### config.mk
export PLATFORM = sky130hd
export DESIGN_NAME = alu_issue_rf
export DESIGN_NICKNAME = d
export VERILOG_FILES = /design/src/rtl/alu_issue_pkg.sv /design/src/rtl/alu_regfile.sv /design/src/rtl/alu_issue_rf.sv
export SDC_FILE = /design/constraint.sdc
export NUM_CORES = 1
export LEC_CHECK = 0
export CAP_MARGIN = 20
export CORE_ASPECT_RATIO = 1.5
export CORE_MARGIN = 2
export CORE_UTILIZATION = 38
export DETAILED_ROUTE_END_ITERATION = 16
export PLACE_DENSITY = 0.6
export SLEW_MARGIN = 20
export SYNTH_ARGS = -nofsm -noshare
export SYNTH_HDL_FRONTEND = slang
export SYNTH_SLANG_ARGS = --single-unit
### constraint.sdc
create_clock -name clk -period 3.1 [get_ports clk]
set_input_delay 0.465 -clock clk [delete_from_list [all_inputs] [get_ports clk]]
set_output_delay 0.465 -clock clk [all_outputs]
set_load 0.01 [all_outputs]
### src/rtl/alu_issue_pkg.sv
// Shared types and ALU function codes for the operand-issue stage.
// Optional build macro RF_ZERO_REG_EN (consumed by alu_regfile) hardwires register 0 to zero.
package alu_issue_pkg;

    typedef enum logic [1:0] {
        IDLE,
        EXEC,
        DONE
    } state_t;

    localparam logic [2:0] F_AND  = 3'b000;
    localparam logic [2:0] F_OR   = 3'b001;
    localparam logic [2:0] F_ADD  = 3'b010;
    localparam logic [2:0] F_ANDN = 3'b100;
    localparam logic [2:0] F_ORN  = 3'b101;
    localparam logic [2:0] F_SUB  = 3'b110;
    localparam logic [2:0] F_SLT  = 3'b111;

endpackage

### src/rtl/alu_regfile.sv
// NREGS x DATA_W register array: one write port, two operand read ports and a debug read port.
// Build macro RF_ZERO_REG_EN: register 0 reads as zero and ignores writes.
module alu_regfile
    import alu_issue_pkg::*;
#(
    parameter int unsigned  DATA_W = 4,
    parameter int unsigned  NREGS  = 8,
    localparam int unsigned ADDR_W = $clog2(NREGS)
) (
    input  logic              clk,
    input  logic              rst_n,
    input  logic              we,
    input  logic [ADDR_W-1:0] waddr,
    input  logic [DATA_W-1:0] wdata,
    input  logic [ADDR_W-1:0] raddr_a,
    output logic [DATA_W-1:0] rdata_a,
    input  logic [ADDR_W-1:0] raddr_b,
    output logic [DATA_W-1:0] rdata_b,
    input  logic [ADDR_W-1:0] raddr_dbg,
    output logic [DATA_W-1:0] rdata_dbg
);

    logic [DATA_W-1:0] regs_q [NREGS];
    logic [DATA_W-1:0] regs_d [NREGS];

    always_comb begin
        regs_d = regs_q;
        if (we) begin
            regs_d[waddr] = wdata;
        end
`ifdef RF_ZERO_REG_EN
        regs_d[0] = '0;
`endif
    end

    always_ff @(posedge clk or negedge rst_n) begin
        if (!rst_n) begin
            regs_q <= '{default: '0};
        end else begin
            regs_q <= regs_d;
        end
    end

`ifdef RF_ZERO_REG_EN
    assign rdata_a   = (raddr_a   == '0) ? '0 : regs_q[raddr_a];
    assign rdata_b   = (raddr_b   == '0) ? '0 : regs_q[raddr_b];
    assign rdata_dbg = (raddr_dbg == '0) ? '0 : regs_q[raddr_dbg];
`else
    assign rdata_a   = regs_q[raddr_a];
    assign rdata_b   = regs_q[raddr_b];
    assign rdata_dbg = regs_q[raddr_dbg];
`endif

endmodule

### src/rtl/alu_issue_rf.sv
// Operand-issue stage for the external 4-bit ALU: accepts a micro-op, registers its operands,
// then writes the ALU result back and latches the zero flag. RF_ZERO_REG_EN applies via alu_regfile.
module alu_issue_rf
    import alu_issue_pkg::*;
#(
    parameter int unsigned  DATA_W = 4,
    parameter int unsigned  NREGS  = 8,
    localparam int unsigned ADDR_W = $clog2(NREGS)
) (
    input  logic              clk,
    input  logic              rst_n,
    input  logic              op_valid,
    output logic              op_ready,
    input  logic [2:0]        op_funcsel,
    input  logic [ADDR_W-1:0] op_rd,
    input  logic [ADDR_W-1:0] op_rs1,
    input  logic [ADDR_W-1:0] op_rs2,
    input  logic              op_imm_en,
    input  logic [DATA_W-1:0] op_imm,
    output logic [DATA_W-1:0] alu_operand_a,
    output logic [DATA_W-1:0] alu_operand_b,
    output logic [2:0]        alu_funcsel,
    input  logic [DATA_W-1:0] alu_result,
    input  logic              alu_zero,
    output logic              done,
    output logic              zero_flag,
    input  logic [ADDR_W-1:0] dbg_addr,
    output logic [DATA_W-1:0] dbg_data
);

    state_t            state_q, state_d;
    logic [DATA_W-1:0] op_a_q, op_a_d;
    logic [DATA_W-1:0] op_b_q, op_b_d;
    logic [2:0]        funcsel_q, funcsel_d;
    logic [ADDR_W-1:0] rd_q, rd_d;
    logic              zero_flag_q, zero_flag_d;
    logic              wb_en;
    logic [DATA_W-1:0] rs1_data, rs2_data;

    alu_regfile #(
        .DATA_W (DATA_W),
        .NREGS  (NREGS)
    ) u_regfile (
        .clk       (clk),
        .rst_n     (rst_n),
        .we        (wb_en),
        .waddr     (rd_q),
        .wdata     (alu_result),
        .raddr_a   (op_rs1),
        .rdata_a   (rs1_data),
        .raddr_b   (op_rs2),
        .rdata_b   (rs2_data),
        .raddr_dbg (dbg_addr),
        .rdata_dbg (dbg_data)
    );

    always_comb begin
        state_d     = state_q;
        op_a_d      = op_a_q;
        op_b_d      = op_b_q;
        funcsel_d   = funcsel_q;
        rd_d        = rd_q;
        zero_flag_d = zero_flag_q;
        op_ready    = 1'b0;
        done        = 1'b0;
        wb_en       = 1'b0;
        unique case (state_q)
            IDLE: begin
                op_ready = 1'b1;
                if (op_valid) begin
                    op_a_d    = rs1_data;
                    op_b_d    = op_imm_en ? op_imm : rs2_data;
                    funcsel_d = op_funcsel;
                    rd_d      = op_rd;
                    state_d   = EXEC;
                end
            end
            // Operands have been stable for a full cycle, so the ALU output is settled here.
            EXEC: begin
                wb_en       = 1'b1;
                zero_flag_d = alu_zero;
                state_d     = DONE;
            end
            DONE: begin
                done    = 1'b1;
                state_d = IDLE;
            end
            default: state_d = IDLE;
        endcase
    end

    always_ff @(posedge clk or negedge rst_n) begin
        if (!rst_n) begin
            state_q     <= IDLE;
            op_a_q      <= '0;
            op_b_q      <= '0;
            funcsel_q   <= '0;
            rd_q        <= '0;
            zero_flag_q <= 1'b0;
        end else begin
            state_q     <= state_d;
            op_a_q      <= op_a_d;
            op_b_q      <= op_b_d;
            funcsel_q   <= funcsel_d;
            rd_q        <= rd_d;
            zero_flag_q <= zero_flag_d;
        end
    end

    assign alu_operand_a = op_a_q;
    assign alu_operand_b = op_b_q;
    assign alu_funcsel   = funcsel_q;
    assign zero_flag     = zero_flag_q;

endmodule

== Word-level counts from Yosys, hierarchy flattened ==
Cells that the tools add are included.
Word-level totals
  register bits: 49
  input bits: 28
  output and inout bits: 18
Operators by class
  reduce and logical (&&, ||, !) cells: 3
  equal/unequal tests: 3
  bitwise logic cells: 4
  order comparisons: 5
  muxes and demuxes: 18
Operators with widths (number)
  binary-select mux 4 bit (select 3 bit): 3
  bitwise mux 32 bit: 1
  2-to-1 mux 4 bit: 8
  >= comparator 4 bit (second input constant): 4
  inverter 3 -> 4 bit: 4
  demux 4 bit (select 3 bit): 1
  < comparator 4 x 1 -> 1 bit (second input constant): 1
  one-hot mux 2 bit (2 select lines): 1
  2-to-1 mux 1 bit: 3
  == test 2 x 1 -> 1 bit (second input constant): 1
  == test 2 bit (second input constant): 1
  zero test 2 bit: 1
  2-to-1 mux 2 bit: 1
  != test 2 bit (second input constant): 1
  AND reduction 2 bit: 1
  logical AND 1 bit: 1

== Longest topological paths before layout ==
  depth after elaboration: 6
  mapped depth: 6
  gate-level depth less buffers: 4

== Hierarchy ==
A second synthesis with hierarchy kept.
Unflattened totals
  cells, all modules: 156
  area, all modules: 2802.7 µm²
By module, submodules not included
  alu_regfile: cells an instance 114, instances 1, sequential area each 800.8 µm², area an instance 2065.7 µm²
  alu_issue_rf: cells an instance 42, instances 1, sequential area each 425.4 µm², area an instance 737.0 µm²

== Least setup slack after synthesis ==
OpenSTA, ideal clock, no wires.
  kind: input port to output port
  start point: in dbg_addr[0]
  end point: out dbg_data[0]
  path slack: 1135 ps
  arrival time: 1500 ps
  stages: 3
  required time: 2635 ps
  path through: buf_2 mux4_2 mux2_2
Between the ends
  cells in the longest elaborated chain, start to end: 4
Ends and longest elaborated chain
  start, declared: line alu_issue_rf.sv:27  | input logic [ADDR_W-1:0] dbg_addr,
  inverter 3 -> 4 bit (implied by the code): line alu_regfile.sv:51  | assign rdata_dbg = regs_q[raddr_dbg];
  binary-select mux 4 bit (select 3 bit): line alu_regfile.sv:51
  2-to-1 mux 4 bit (implied by the code) (2 in series): line alu_regfile.sv:51
  end, declared: line alu_issue_rf.sv:28  | output logic [DATA_W-1:0] dbg_data
Every way passes these cells. The select of a mux whose other input is x is not followed.

== Worst setup path after layout ==
  start point: in dbg_addr[0]
  end point: out dbg_data[1]
The elaborated chain is that of the path after synthesis.

==> load_flow_metrics.sql <==
INSERT INTO impl_metrics (metric_group, metric, value, unit) VALUES
('run_status', 'run_status', 'complete, no violations', ''),
('die', 'floorplan.io_pins', '46', ''),
('final_layout', 'fraction_of_layout_instances_using_a_drive_strength_above_1', '29.0', '%'),
('synth', 'ys_top_cells_by_area', 'dfrtp_1 (45%), mux2_2 (18%), mux4_2 (10%)', ''),
('grt', 'grt_first_pass_wirelength', '10500', 'um'),
('final_layout', 'finish.net_count', '280', ''),
('power_and_ir_drop', 'power.total', '2.58', 'mW'),
('grt', 'grt_pass1_vias', '1853', ''),
('critical_path', 'worst-endpoint-required', '2630', 'ps'),
('power_and_ir_drop', 'vdd_ir_drop_max', '0.322', 'mV'),
('clocking', 'clock_insertion_delay_worst_skew', '300', 'ps'),
('grt', 'grt_overflow', '0', ''),
('timing', 'skew', '5.36', 'ps'),
('timing', 'finalCriticalPeriod', '2850', 'ps'),
('clocking', 'cts_inserted_buffers', '5', ''),
('detailed_routing', 'drt.antenna.violating_nets', '0', ''),
('grt', 'grt_max_degree', '33', ''),
('timing', 'timing.final.max_slew_violations', '0', ''),
('timing', 'setup_total_negative_slack', '0', 'ps'),
('place', 'final_weighted_congestion_in_routability_driven_placement', '0.785', ''),
('synth', 'synth_mux_area_share', '38.0', '%'),
('final_layout', 'final_cell_count_without_fillers', '330', ''),
('power_and_ir_drop', 'power.density_cell_area', '775', 'nW/um^2'),
('synth', 'mappedNetlistArea', '2700', 'sq um'),
('clocking', 'cts_tree', 'built', ''),
('place', 'post-place-cells', '323', ''),
('critical_path', 'critical_path.cell_chain', 'clkdlybuf4s50_1 -> buf_12 -> mux4_2 -> mux2_2 -> clkdlybuf4s50_1', ''),
('synth', 'postSynth.asyncResetShare', '100', '%'),
('final_layout', 'insertedDiodeCount', '0', ''),
('clocking', 'ctsHoldBuffers', '0', ''),
('critical_path', 'worst-path-max-fanout', '8', ''),
('place', 'port_buffers', '45', ''),
('synth', 'synth_top_area_share', '45.4', '%'),
('critical_path', 'cp-start-kind', 'primary input', ''),
('clocking', 'clkSinkCount', '49', ''),
('grt', 'busiest_layer_in_global_routing', 'met2', ''),
('critical_path', 'timing.rr.start', 'state_q[0]$_DFFE_PN0P_', ''),
('timing', 'max-slew-margin-rel', '50.3', '%'),
('detailed_routing', 'drtIter0Drc', '86', ''),
('detailed_routing', 'detail_route.drc_violations', '0', ''),
('grt', 'use_met2', '30.3', '%'),
('critical_path', 'regToRegEndpoint', 'alu_operand_b[2]$_DFFE_PN0P_', ''),
('die', 'core_area', '6900', 'sq um'),
('timing', 'min_period_over_period', '92.1', '%'),
('die', 'initial_core_util', '39.2', '%'),
('timing', 'timing.final.setup_violations', '0', ''),
('clocking', 'cts-root-buf', 'clkbuf_8', ''),
('detailed_routing', 'routed_via_density', '5.66', ''),
('synth', 'synth_fa_ha_area_share', '0', '%'),
('synth', 'sequential_share_of_the_synthesized_area', '45.4', '%'),
('synth', 'synth_xor_xnor_area_share', '0', '%'),
('synth', 'synth_top_cells_by_count', 'dfrtp_1 (49), mux2_2 (44), mux2i_1 (25), nand2_1 (25), mux4_2 (12)', ''),
('die', 'dieHeight', '107', 'um'),
('die', 'std_cell_rows', '37', ''),
('synth', 'synth-warning-count', '0', ''),
('clocking', 'cts.clk_slew.worst_paths', '80', 'ps'),
('detailed_routing', 'route.vias.total', '1867', ''),
('detailed_routing', 'detail_route.wirelength', '6730', 'um'),
('grt', 'global_route.usage.met3', '2.06', '%'),
('critical_path', 'slack_of_the_worst_reg_to_reg_path', '1290', 'ps'),
('clocking', 'buffers_inserted_by_post_cts_timing_repair', '0', ''),
('synth', 'synth_area_per_cell', '13.2', 'sq um'),
('clocking', 'cts_repair_resized_insts', '0', ''),
('clocking', 'cts_buffer_depth', '2', ''),
('synth', 'synth_top_family_by_area', 'multiplexers', ''),
('flow_run', 'max_cap_viol_count', '0', ''),
('detailed_routing', 'wl_per_cell', '20.4', 'um'),
('synth', 'yosysUniqueCellTypes', '28', ''),
('timing', 'worstMarginPinSlew', '746', 'ps'),
('critical_path', 'critical_path.most_common_cell', 'clkdlybuf4s50_1', ''),
('synth', 'synth_nets', '233', '');
## stage by stage
stage | setup WS, ps | cell area (sq um)
floorplan | 1140 | 2700
global placement | 244 | 3240
detailed placement | 235 | 3240
CTS | 235 | 3320
global route | 180 | 3320
finish | 246 | 3320
## layout by cell type, fill, tap and decap left out, types with 2 or more instances in the layout
cell type | Yosys | routed
nor3b_2 | 3 | 3
clkdlybuf4s50_1 | 0 | 44
a221o_1 | 3 | 3
mux2i_1 | 25 | 25
o21ai_1 | 4 | 4
nor2_1 | 4 | 4
nand2_1 | 25 | 25
mux2_2 | 44 | 44
o2bb2ai_1 | 2 | 2
buf_4 | 3 | 4
nand3b_1 | 6 | 6
o221a_1 | 3 | 3
clkbuf_8 | 0 | 6
mux4_2 | 12 | 12
o22ai_1 | 3 | 3
nor2b_1 | 2 | 2
dfrtp_1 | 49 | 49
## sequential cells by signal, summed over array words and instances, names as in the netlist
signal / count
alu_funcsel: 3
alu_operand_a: 4
alu_operand_b: 4
u_regfile.regs_q: 32
state_q: 2
zero_flag: 1
rd_q: 3
## worst max-delay path by stage
stage | from | endpoint | slack, ps | cells past startpoint
2_1_floorplan | dbg_addr[0] | dbg_data[0] | 1140 | 3
3_3_place_gp | dbg_addr[0] | dbg_data[1] | 240 | 5
3_5_place_dp | dbg_addr[0] | dbg_data[1] | 230 | 5
4_1_cts | dbg_addr[0] | dbg_data[1] | 230 | 5
5_1_grt | dbg_addr[0] | dbg_data[1] | 180 | 5
6_report | dbg_addr[0] | dbg_data[1] | 250 | 5
## logic make-up (layout without fill, tap and decap cells)
kind of cell	after synthesis	after routing
compound gates	16	16
buf+inv	11	58
flops	49	49
mux	82	82
simple gates	47	47
## cell type report
cell class	instances	area, sq um
inverter	1	3.75
multi-input combinational	145	1410
sequential	49	1230
clock buffer	7	86.3
timing repair buffer	50	495
fill	631	3580
tap	78	97.6
## power breakdown
| part | internal [mW] | total (mW) | switching, mW |
|---|---|---|---|
| combinational | 0.643 | 0.990 | 0.348 |
| sequential | 0.911 | 1.20 | 0.292 |
| clock | 0.177 | 0.382 | 0.205 |
## worst register-to-register path, delay by kind of cell (launching register included)
family / cells / cell delay (ps)
simple gates: 1 / 630
flops: 1 / 450
buf+inv: 1 / 300
mux: 1 / 230
compound gates: 1 / 90
## per-layer routing
metal	part of all wire, %	vias to the layer above
met5	0	-
met4	1.5	0
met3	3.7	6
met2	50	59
met1	45	940
li1	-	862
No activity file was read; power rests on OpenSTA's default activity.
